[src/rtl/ram1_port_arbiter_if.sv]
// Bus bundle between the core/PIM fabric, the RAM1 IP and the RAM1 port arbiter.
// Core: riscv_rstrb / riscv_wmask are one-cycle strobes, and the access is done when riscv_rbusy / riscv_wbusy drop.
// PIM: pim_req (valid) is held with its fields stable until pim_gnt (ready), and reads return with a pim_rvalid pulse.
interface ram1_port_arbiter_if;
  logic [31:0] riscv_addr;
  logic [31:0] riscv_wdata;
  logic [3:0]  riscv_wmask;
  logic        riscv_rstrb;
  logic [31:0] riscv_rdata;
  logic        riscv_rbusy;
  logic        riscv_wbusy;

  logic        pim_req;
  logic        pim_we;
  logic [9:0]  pim_addr;
  logic [31:0] pim_wdata;
  logic [3:0]  pim_be;
  logic        pim_gnt;
  logic        pim_rvalid;
  logic [31:0] pim_rdata;
  logic        pim_sel;

  logic [9:0]  ram_addr;
  logic [31:0] ram_wdata;
  logic        ram_wen;
  logic        ram_rden;
  logic [3:0]  ram_byteena;
  logic [31:0] ram_rdata;

  logic [1:0]  dbg_state;

  // The slave side is the arbiter. The master side is the fabric together with the RAM.
  modport slave (
    input  riscv_addr, riscv_wdata, riscv_wmask, riscv_rstrb,
    input  pim_req, pim_we, pim_addr, pim_wdata, pim_be, pim_sel,
    input  ram_rdata,
    output riscv_rdata, riscv_rbusy, riscv_wbusy,
    output pim_gnt, pim_rvalid, pim_rdata,
    output ram_addr, ram_wdata, ram_wen, ram_rden, ram_byteena,
    output dbg_state
  );

  modport master (
    output riscv_addr, riscv_wdata, riscv_wmask, riscv_rstrb,
    output pim_req, pim_we, pim_addr, pim_wdata, pim_be, pim_sel,
    output ram_rdata,
    input  riscv_rdata, riscv_rbusy, riscv_wbusy,
    input  pim_gnt, pim_rvalid, pim_rdata,
    input  ram_addr, ram_wdata, ram_wen, ram_rden, ram_byteena,
    input  dbg_state
  );
endinterface

[src/rtl/ram1_port_arbiter.sv]
// Arbitrates the single-port RAM1 between the RISC-V core data bus and the PIM engine.
// It latches core strobes, applies round-robin or PIM-exclusive arbitration, and sequences the RAM read latency.
module ram1_port_arbiter #(
  parameter int BANK_BIT = 12,
  parameter int RD_LAT   = 1
) (
  input logic                 clk,
  input logic                 reset_n,
  ram1_port_arbiter_if.slave  bus
);
  typedef enum logic [1:0] {IDLE = 2'd0, RD_WAIT = 2'd1, RESP = 2'd2} state_t;
  typedef enum logic {GNT_CORE = 1'b0, GNT_PIM = 1'b1} owner_t;

  state_t      state, state_nx;
  owner_t      last_grant, rd_owner;
  logic [1:0]  lat_cnt, lat_cnt_nx;
  logic        rd_pend, wr_pend;
  logic [9:0]  core_addr;
  logic [31:0] core_wdata;
  logic [3:0]  core_wmask;
  logic [31:0] riscv_rdata_q, pim_rdata_q;
  logic        pim_rvalid_q;

  logic        cs, core_rd_stb, core_wr_stb, core_req;
  logic        arb_slot, grant_pim, grant_core, rd_done;
  logic [9:0]  ram_addr_c;
  logic [31:0] ram_wdata_c;
  logic        ram_wen_c, ram_rden_c;
  logic [3:0]  ram_byteena_c;
  logic        addr_unused;

  assign cs          = bus.riscv_addr[BANK_BIT];
  assign addr_unused = ^bus.riscv_addr;
  // Stalls and grants are gated by reset so that every output reads 0 while reset is held.
  assign core_rd_stb = reset_n & bus.riscv_rstrb & cs;
  assign core_wr_stb = reset_n & (|bus.riscv_wmask) & cs;
  assign core_req    = rd_pend | wr_pend;
  assign arb_slot    = reset_n & ((state == IDLE) | (state == RESP));
  assign rd_done     = (state == RD_WAIT) & (lat_cnt == 2'd0);

  always_comb begin
    grant_pim  = 1'b0;
    grant_core = 1'b0;
    if (arb_slot) begin
      if (bus.pim_req && core_req && !bus.pim_sel) begin
        grant_pim  = (last_grant == GNT_CORE);
        grant_core = (last_grant == GNT_PIM);
      end else begin
        grant_pim  = bus.pim_req;
        grant_core = core_req & ~bus.pim_sel;
      end
    end
  end

  always_comb begin
    ram_addr_c    = '0;
    ram_wdata_c   = '0;
    ram_wen_c     = 1'b0;
    ram_rden_c    = 1'b0;
    ram_byteena_c = '0;
    if (grant_pim) begin
      ram_addr_c    = bus.pim_addr;
      ram_wen_c     = bus.pim_we;
      ram_rden_c    = ~bus.pim_we;
      ram_wdata_c   = bus.pim_we ? bus.pim_wdata : 32'h0;
      ram_byteena_c = bus.pim_we ? bus.pim_be : 4'hF;
    end else if (grant_core) begin
      ram_addr_c    = core_addr;
      ram_wen_c     = wr_pend;
      ram_rden_c    = ~wr_pend;
      ram_wdata_c   = wr_pend ? core_wdata : 32'h0;
      ram_byteena_c = wr_pend ? core_wmask : 4'hF;
    end
  end

  // RESP behaves like IDLE so that a new access can issue back-to-back with a response.
  always_comb begin
    state_nx   = state;
    lat_cnt_nx = lat_cnt;
    case (state)
      IDLE, RESP: begin
        state_nx = IDLE;
        if (ram_rden_c) begin
          state_nx   = RD_WAIT;
          lat_cnt_nx = 2'(RD_LAT - 1);
        end
      end
      RD_WAIT: begin
        if (lat_cnt == 2'd0) state_nx = RESP;
        else                 lat_cnt_nx = lat_cnt - 2'd1;
      end
      default: state_nx = IDLE;
    endcase
  end

  always_ff @(posedge clk or negedge reset_n) begin
    if (!reset_n) begin
      state         <= IDLE;
      lat_cnt       <= 2'd0;
      last_grant    <= GNT_CORE;
      rd_owner      <= GNT_CORE;
      rd_pend       <= 1'b0;
      wr_pend       <= 1'b0;
      core_addr     <= '0;
      core_wdata    <= '0;
      core_wmask    <= '0;
      riscv_rdata_q <= '0;
      pim_rdata_q   <= '0;
      pim_rvalid_q  <= 1'b0;
    end else begin
      state        <= state_nx;
      lat_cnt      <= lat_cnt_nx;
      pim_rvalid_q <= 1'b0;
      if (grant_pim)       last_grant <= GNT_PIM;
      else if (grant_core) last_grant <= GNT_CORE;
      if (ram_rden_c) rd_owner <= grant_pim ? GNT_PIM : GNT_CORE;
      if (grant_core && wr_pend) wr_pend <= 1'b0;
      // ram_rdata becomes valid RD_LAT cycles after ram_rden, which is the last RD_WAIT cycle.
      if (rd_done) begin
        if (rd_owner == GNT_PIM) begin
          pim_rdata_q  <= bus.ram_rdata;
          pim_rvalid_q <= 1'b1;
        end else begin
          riscv_rdata_q <= bus.ram_rdata;
          rd_pend       <= 1'b0;
        end
      end
      if (!core_req) begin
        if (core_wr_stb) begin
          wr_pend    <= 1'b1;
          core_addr  <= bus.riscv_addr[11:2];
          core_wdata <= bus.riscv_wdata;
          core_wmask <= bus.riscv_wmask;
        end else if (core_rd_stb) begin
          rd_pend   <= 1'b1;
          core_addr <= bus.riscv_addr[11:2];
        end
      end
    end
  end

  assign bus.riscv_rdata = riscv_rdata_q;
  assign bus.riscv_rbusy = core_rd_stb | rd_pend;
  assign bus.riscv_wbusy = core_wr_stb | wr_pend;
  assign bus.pim_gnt     = grant_pim;
  assign bus.pim_rvalid  = pim_rvalid_q;
  assign bus.pim_rdata   = pim_rdata_q;
  assign bus.ram_addr    = ram_addr_c;
  assign bus.ram_wdata   = ram_wdata_c;
  assign bus.ram_wen     = ram_wen_c;
  assign bus.ram_rden    = ram_rden_c;
  assign bus.ram_byteena = ram_byteena_c;
  assign bus.dbg_state   = state;
endmodule

[src/flat_wrapper.sv]
// flat-port wrapper written by rule: the top's interface ports become plain ports
module ram1_port_arbiter_flat 
#(
  parameter int BANK_BIT = 12,
  parameter int RD_LAT   = 1
)
  (clk, reset_n, bus_riscv_addr, bus_riscv_wdata, bus_riscv_wmask, bus_riscv_rstrb, bus_pim_req, bus_pim_we, bus_pim_addr, bus_pim_wdata, bus_pim_be, bus_pim_sel, bus_ram_rdata, bus_riscv_rdata, bus_riscv_rbusy, bus_riscv_wbusy, bus_pim_gnt, bus_pim_rvalid, bus_pim_rdata, bus_ram_addr, bus_ram_wdata, bus_ram_wen, bus_ram_rden, bus_ram_byteena, bus_dbg_state);
  ram1_port_arbiter_if bus_i ();
  input logic clk;
  input logic reset_n;
  input wire logic [$bits(bus_i.riscv_addr)-1:0] bus_riscv_addr;
  input wire logic [$bits(bus_i.riscv_wdata)-1:0] bus_riscv_wdata;
  input wire logic [$bits(bus_i.riscv_wmask)-1:0] bus_riscv_wmask;
  input wire logic [$bits(bus_i.riscv_rstrb)-1:0] bus_riscv_rstrb;
  input wire logic [$bits(bus_i.pim_req)-1:0] bus_pim_req;
  input wire logic [$bits(bus_i.pim_we)-1:0] bus_pim_we;
  input wire logic [$bits(bus_i.pim_addr)-1:0] bus_pim_addr;
  input wire logic [$bits(bus_i.pim_wdata)-1:0] bus_pim_wdata;
  input wire logic [$bits(bus_i.pim_be)-1:0] bus_pim_be;
  input wire logic [$bits(bus_i.pim_sel)-1:0] bus_pim_sel;
  input wire logic [$bits(bus_i.ram_rdata)-1:0] bus_ram_rdata;
  output wire logic [$bits(bus_i.riscv_rdata)-1:0] bus_riscv_rdata;
  output wire logic [$bits(bus_i.riscv_rbusy)-1:0] bus_riscv_rbusy;
  output wire logic [$bits(bus_i.riscv_wbusy)-1:0] bus_riscv_wbusy;
  output wire logic [$bits(bus_i.pim_gnt)-1:0] bus_pim_gnt;
  output wire logic [$bits(bus_i.pim_rvalid)-1:0] bus_pim_rvalid;
  output wire logic [$bits(bus_i.pim_rdata)-1:0] bus_pim_rdata;
  output wire logic [$bits(bus_i.ram_addr)-1:0] bus_ram_addr;
  output wire logic [$bits(bus_i.ram_wdata)-1:0] bus_ram_wdata;
  output wire logic [$bits(bus_i.ram_wen)-1:0] bus_ram_wen;
  output wire logic [$bits(bus_i.ram_rden)-1:0] bus_ram_rden;
  output wire logic [$bits(bus_i.ram_byteena)-1:0] bus_ram_byteena;
  output wire logic [$bits(bus_i.dbg_state)-1:0] bus_dbg_state;
  assign bus_i.riscv_addr = bus_riscv_addr;
  assign bus_i.riscv_wdata = bus_riscv_wdata;
  assign bus_i.riscv_wmask = bus_riscv_wmask;
  assign bus_i.riscv_rstrb = bus_riscv_rstrb;
  assign bus_i.pim_req = bus_pim_req;
  assign bus_i.pim_we = bus_pim_we;
  assign bus_i.pim_addr = bus_pim_addr;
  assign bus_i.pim_wdata = bus_pim_wdata;
  assign bus_i.pim_be = bus_pim_be;
  assign bus_i.pim_sel = bus_pim_sel;
  assign bus_i.ram_rdata = bus_ram_rdata;
  assign bus_riscv_rdata = bus_i.riscv_rdata;
  assign bus_riscv_rbusy = bus_i.riscv_rbusy;
  assign bus_riscv_wbusy = bus_i.riscv_wbusy;
  assign bus_pim_gnt = bus_i.pim_gnt;
  assign bus_pim_rvalid = bus_i.pim_rvalid;
  assign bus_pim_rdata = bus_i.pim_rdata;
  assign bus_ram_addr = bus_i.ram_addr;
  assign bus_ram_wdata = bus_i.ram_wdata;
  assign bus_ram_wen = bus_i.ram_wen;
  assign bus_ram_rden = bus_i.ram_rden;
  assign bus_ram_byteena = bus_i.ram_byteena;
  assign bus_dbg_state = bus_i.dbg_state;
  ram1_port_arbiter #(.BANK_BIT(BANK_BIT), .RD_LAT(RD_LAT)) u_core (.clk(clk), .reset_n(reset_n), .bus(bus_i));
endmodule
[config.mk]
export PLATFORM = sky130hd
export DESIGN_NAME = ram1_port_arbiter_flat
export DESIGN_NICKNAME = d
export VERILOG_FILES = /design/src/rtl/ram1_port_arbiter_if.sv /design/src/rtl/ram1_port_arbiter.sv /design/src/flat_wrapper.sv
export SDC_FILE = /design/constraint.sdc
export NUM_CORES = 1
export LEC_CHECK = 0
export CAP_MARGIN = 30
export CORE_ASPECT_RATIO = 0.9
export CORE_MARGIN = 2
export CORE_UTILIZATION = 43
export DETAILED_ROUTE_END_ITERATION = 7
export GPL_TIMING_DRIVEN = 0
export MAX_ROUTING_LAYER = met4
export PLACE_DENSITY_LB_ADDON = 0.05
export SLEW_MARGIN = 20
export SYNTH_ARGS = -nofsm -noshare
export SYNTH_HDL_FRONTEND = slang
export SYNTH_SLANG_ARGS = --single-unit
[constraint.sdc]
create_clock -name clk -period 3.99 [get_ports clk]
set_input_delay 1.197 -clock clk [delete_from_list [all_inputs] [get_ports clk]]
set_output_delay 1.197 -clock clk [all_outputs]
set_load 0.01 [all_outputs]
==> results.toml <==
[outcome]
status = "finished, final reports clean"

[sta]
hold-worst-slack_ns = 0.500
min_period_ns = 3.94
setup_viol = 0
min_period_over_period = 0.988
clock_skew_ns = 0.00833
slew_headroom = 0.762
hold_viol_final = 0
maxSlewViolCount = 0
fin_tns_setup_ns = 0
worst_pin_slew_ns = 0.355
max_clock_freq_ghz = 0.254

[yosys]
synth_nets = 508
ys_ff_latch = 119
synth_top_family_by_area = "multiplexers"
synthSimpleGateAreaFrac = 0.0415
synthMuxAreaShare = 0.243
yosysTopAreaCell = "dfrtp_1"
seq_area_frac_synth = 0.584
synth_warnings = 0
netlist_area_um2 = 5100
synth-xor-area-share = 0
yosysUniqueCellTypes = 34
synthTopCellsByArea = "dfrtp_1 (58%), mux2_2 (24%), a22o_1 (7.2%), buf_2 (1.3%), o21ai_0 (1.3%)"
yosysTopAreaCellShare = 0.584
synth_compound_area_frac = 0.0977
synth_fa_ha_area_frac = 0.00245
syn_area_per_cell_um2 = 14.4
synthCells = 355

[grt]
grt.busiest_layer = "met2"
met3_usage = 0.0715
grt_use_total = 0.250
met1_usage = 0.284
grt_util_met2 = 0.415
grt_pass1_wl_um = 23400
grt_max_degree = 37
antenna_found_initial = 0
grt_pass1_vias = 4424
grt_overflow = 0

[placed_design]
gp_congestion = 0.767
place_area_um2 = 7800
io_buffers = 248
hpwlAfterDp_um = 10500

[clocking]
cts_tree = "done"
htreeDepth = 4
clock_sinks = 119
clkSlewWorstSetupHoldPaths_ns = 0.05
cts-buffers-inserted = 17
cts_root_buffer = "clkbuf_16"
clk_path_buf_depth = 2
clk_latency_ns = 0.41

[critical_path]
cp-end-kind = "output pin"
r2r_end = "u_core.bus.riscv_rdata[15]"
cpPeakStageDelay_ns = 0.28
reg2reg_setup_slack_ns = 1.99
crit_required_ns = 2.79
crit_chain = "buf_16 > buf_16 > and2b_2 > nor3b_4 > and2_4 > buf_4 > buf_6 > a22o_1 > dlygate4sd2_1"
r2r_cells = 7
arrival_ns = 2.74
r2r_start = "u_core.lat_cnt[0]"
cp_common_cell = "buf_16"
cp-start-kind = "input pin"
critPathSlowestCell = "dlygate4sd2_1"
cp_max_fo = 14
path_class = "input pin to output pin"

[routing]
drtAntennaViolNets = 0
vias = 4042
wire_per_inst_um = 18.8
first_pass_iters = 4
via_per_inst = 5.01
wirelength_um = 15200
drtIter0Drc = 171
drc = 0

[power]
ir_worst_vdd_mv = 0.475
p_leak_nw = 3.85
power_per_cell_area_nw_per_um2 = 679

[die]
dieWidth_um = 119
row_count = 37
core_area_um2 = 11500
dieArea_um2 = 12700
die_height_um = 107
initial_core_util = 0.444
io_pins = 270

[layout]
area.growth.synth_to_final_pct = 69.6
layout_commonest_cell = "clkdlybuf4s50_1"
nNetsFinal = 790
drive_gt1_frac = 0.295
final_area_um2 = 8640
num_antenna_cells = 0
final_cell_mix = "clkdlybuf4s50_1 (197), dfrtp_1 (119), mux2_2 (108), a22o_1 (42), dlygate4sd2_1 (33)"
final_util = 0.753

[flow_run]
drv_cap = 0

[hold_path]
worstHoldPathCells = 1
hp-class = "register to register"
whs_endpoint = "u_core.bus.pim_rdata[28]"
min-delay-start = "u_core.bus.pim_rdata[28]"
-- registers in the layout (all words and copies together) (netlist names) --
name and cells:
u_core.wr_pend 1, u_core.bus.dbg_state 2, u_core.core_wdata 32, u_core.bus.pim_rvalid 1, u_core.bus.pim_rdata 32, u_core.rd_pend 1
u_core.lat_cnt 2, u_core.bus.riscv_rdata 32, u_core.rd_owner 1, u_core.core_addr 10, u_core.last_grant 1, u_core.core_wmask 4
-- final cells by class --
type / count / area (um^2)
flip-flops and latches: 119 / 2980
repair buffers: 264 / 2700
fillers: 829 / 2840
clock inverters: 8 / 95.1
plain buffers: 20 / 168
clock buffers: 24 / 492
well taps: 156 / 195
multi-input cells: 207 / 1990
inverters: 8 / 30.0
-- repair_timing --
item / CTS / global route
cloned: 3 / 1
hold buffers: 0 / 0
gates resized for setup: 76 / 23
pin swaps: 5 / 0
setup buffers: 9 / 2
setup endpoints to repair: 51 / 39
-- cells in the mapped netlist --
| library cell | n |
|---|---|
| clkbuf_1 | 2 |
| buf_4 | 3 |
| or4_4 | 1 |
| o22ai_1 | 1 |
| and3b_1 | 1 |
| o21a_1 | 1 |
| a21oi_1 | 2 |
| and2b_1 | 1 |
| buf_6 | 3 |
| or2_1 | 1 |
| buf_2 | 13 |
| nor4_1 | 2 |
| nor2_1 | 4 |
| nand2_4 | 1 |
| or3b_2 | 1 |
| a41oi_1 | 1 |
| or2_2 | 1 |
| dfrtp_1 | 119 |
| nor2_4 | 1 |
| nor3b_2 | 1 |
| ha_1 | 1 |
| nand2_1 | 7 |
| mux2_1 | 2 |
| and2_1 | 4 |
| o21ai_0 | 13 |
| a22o_1 | 42 |
| nand3b_1 | 1 |
| inv_1 | 8 |
| nand3_1 | 2 |
| mux2_2 | 108 |
| o21ai_4 | 1 |
| nor2b_1 | 2 |
| nand2b_1 | 3 |
| a21oi_4 | 1 |
-- layer usage --
| metal | part of all wire | routed length, um |
|---|---|---|
| met1 | 0.40 | 6120 |
| met2 | 0.51 | 7690 |
| met3 | 0.068 | 1030 |
| met4 | 0.021 | 323 |
| met5 | 0 | 0 |
-- worst max-delay path, delay by kind of cell --
| family | cells | cell delay, ns |
|---|---|---|
| AOI/OAI and AO/OA | 1 | 0.17 |
| and+or+nand+nor | 3 | 0.52 |
| buffers and inverters | 5 | 0.83 |
-- per-stage QoR --
stage                     power [mW]  worst slack [ns]  std cells
after floorplan                 3.10             0.559        355
after global placement          4.28             -5.08        759
after detailed placement        4.37             -1.15        760
after CTS                       5.90          0.000616        803
after global routing            6.18           -0.0160        806
final                           5.87            0.0483        806
-- cell families (layout without fill, tap and decap cells) --
kind of cell             after synthesis  in the layout
adder cells (fa/ha/maj)                1              1
buffers and inverters                 29            324
multiplexers                         110            110
flip-flops                           119            119
AND/OR/NAND/NOR                       34             34
AO/OA/AOI/OAI                         62             62
-- report_power, final --
group | switching, mW | internal [mW] | total (mW)
sequential | 0.331 | 1.80 | 2.14
combinational | 0.835 | 1.41 | 2.24
clock | 0.515 | 0.980 | 1.49
-- worst max path at each step --
stage / startpoint / endpoint / slack [ns] / cells after the start
floorplan: reset_n / bus_ram_wdata[10] / 0.56 / 6
global placement: reset_n / bus_ram_wdata[30] / -5.08 / 8
detailed placement: reset_n / bus_ram_wdata[24] / -1.15 / 9
CTS: reset_n / bus_ram_byteena[0] / 0.0006 / 10
global route: bus_riscv_wmask[1] / bus_riscv_wbusy / -0.02 / 4
finish: reset_n / bus_ram_wdata[6] / 0.05 / 9
No activity file was read; power rests on OpenSTA's default activity.
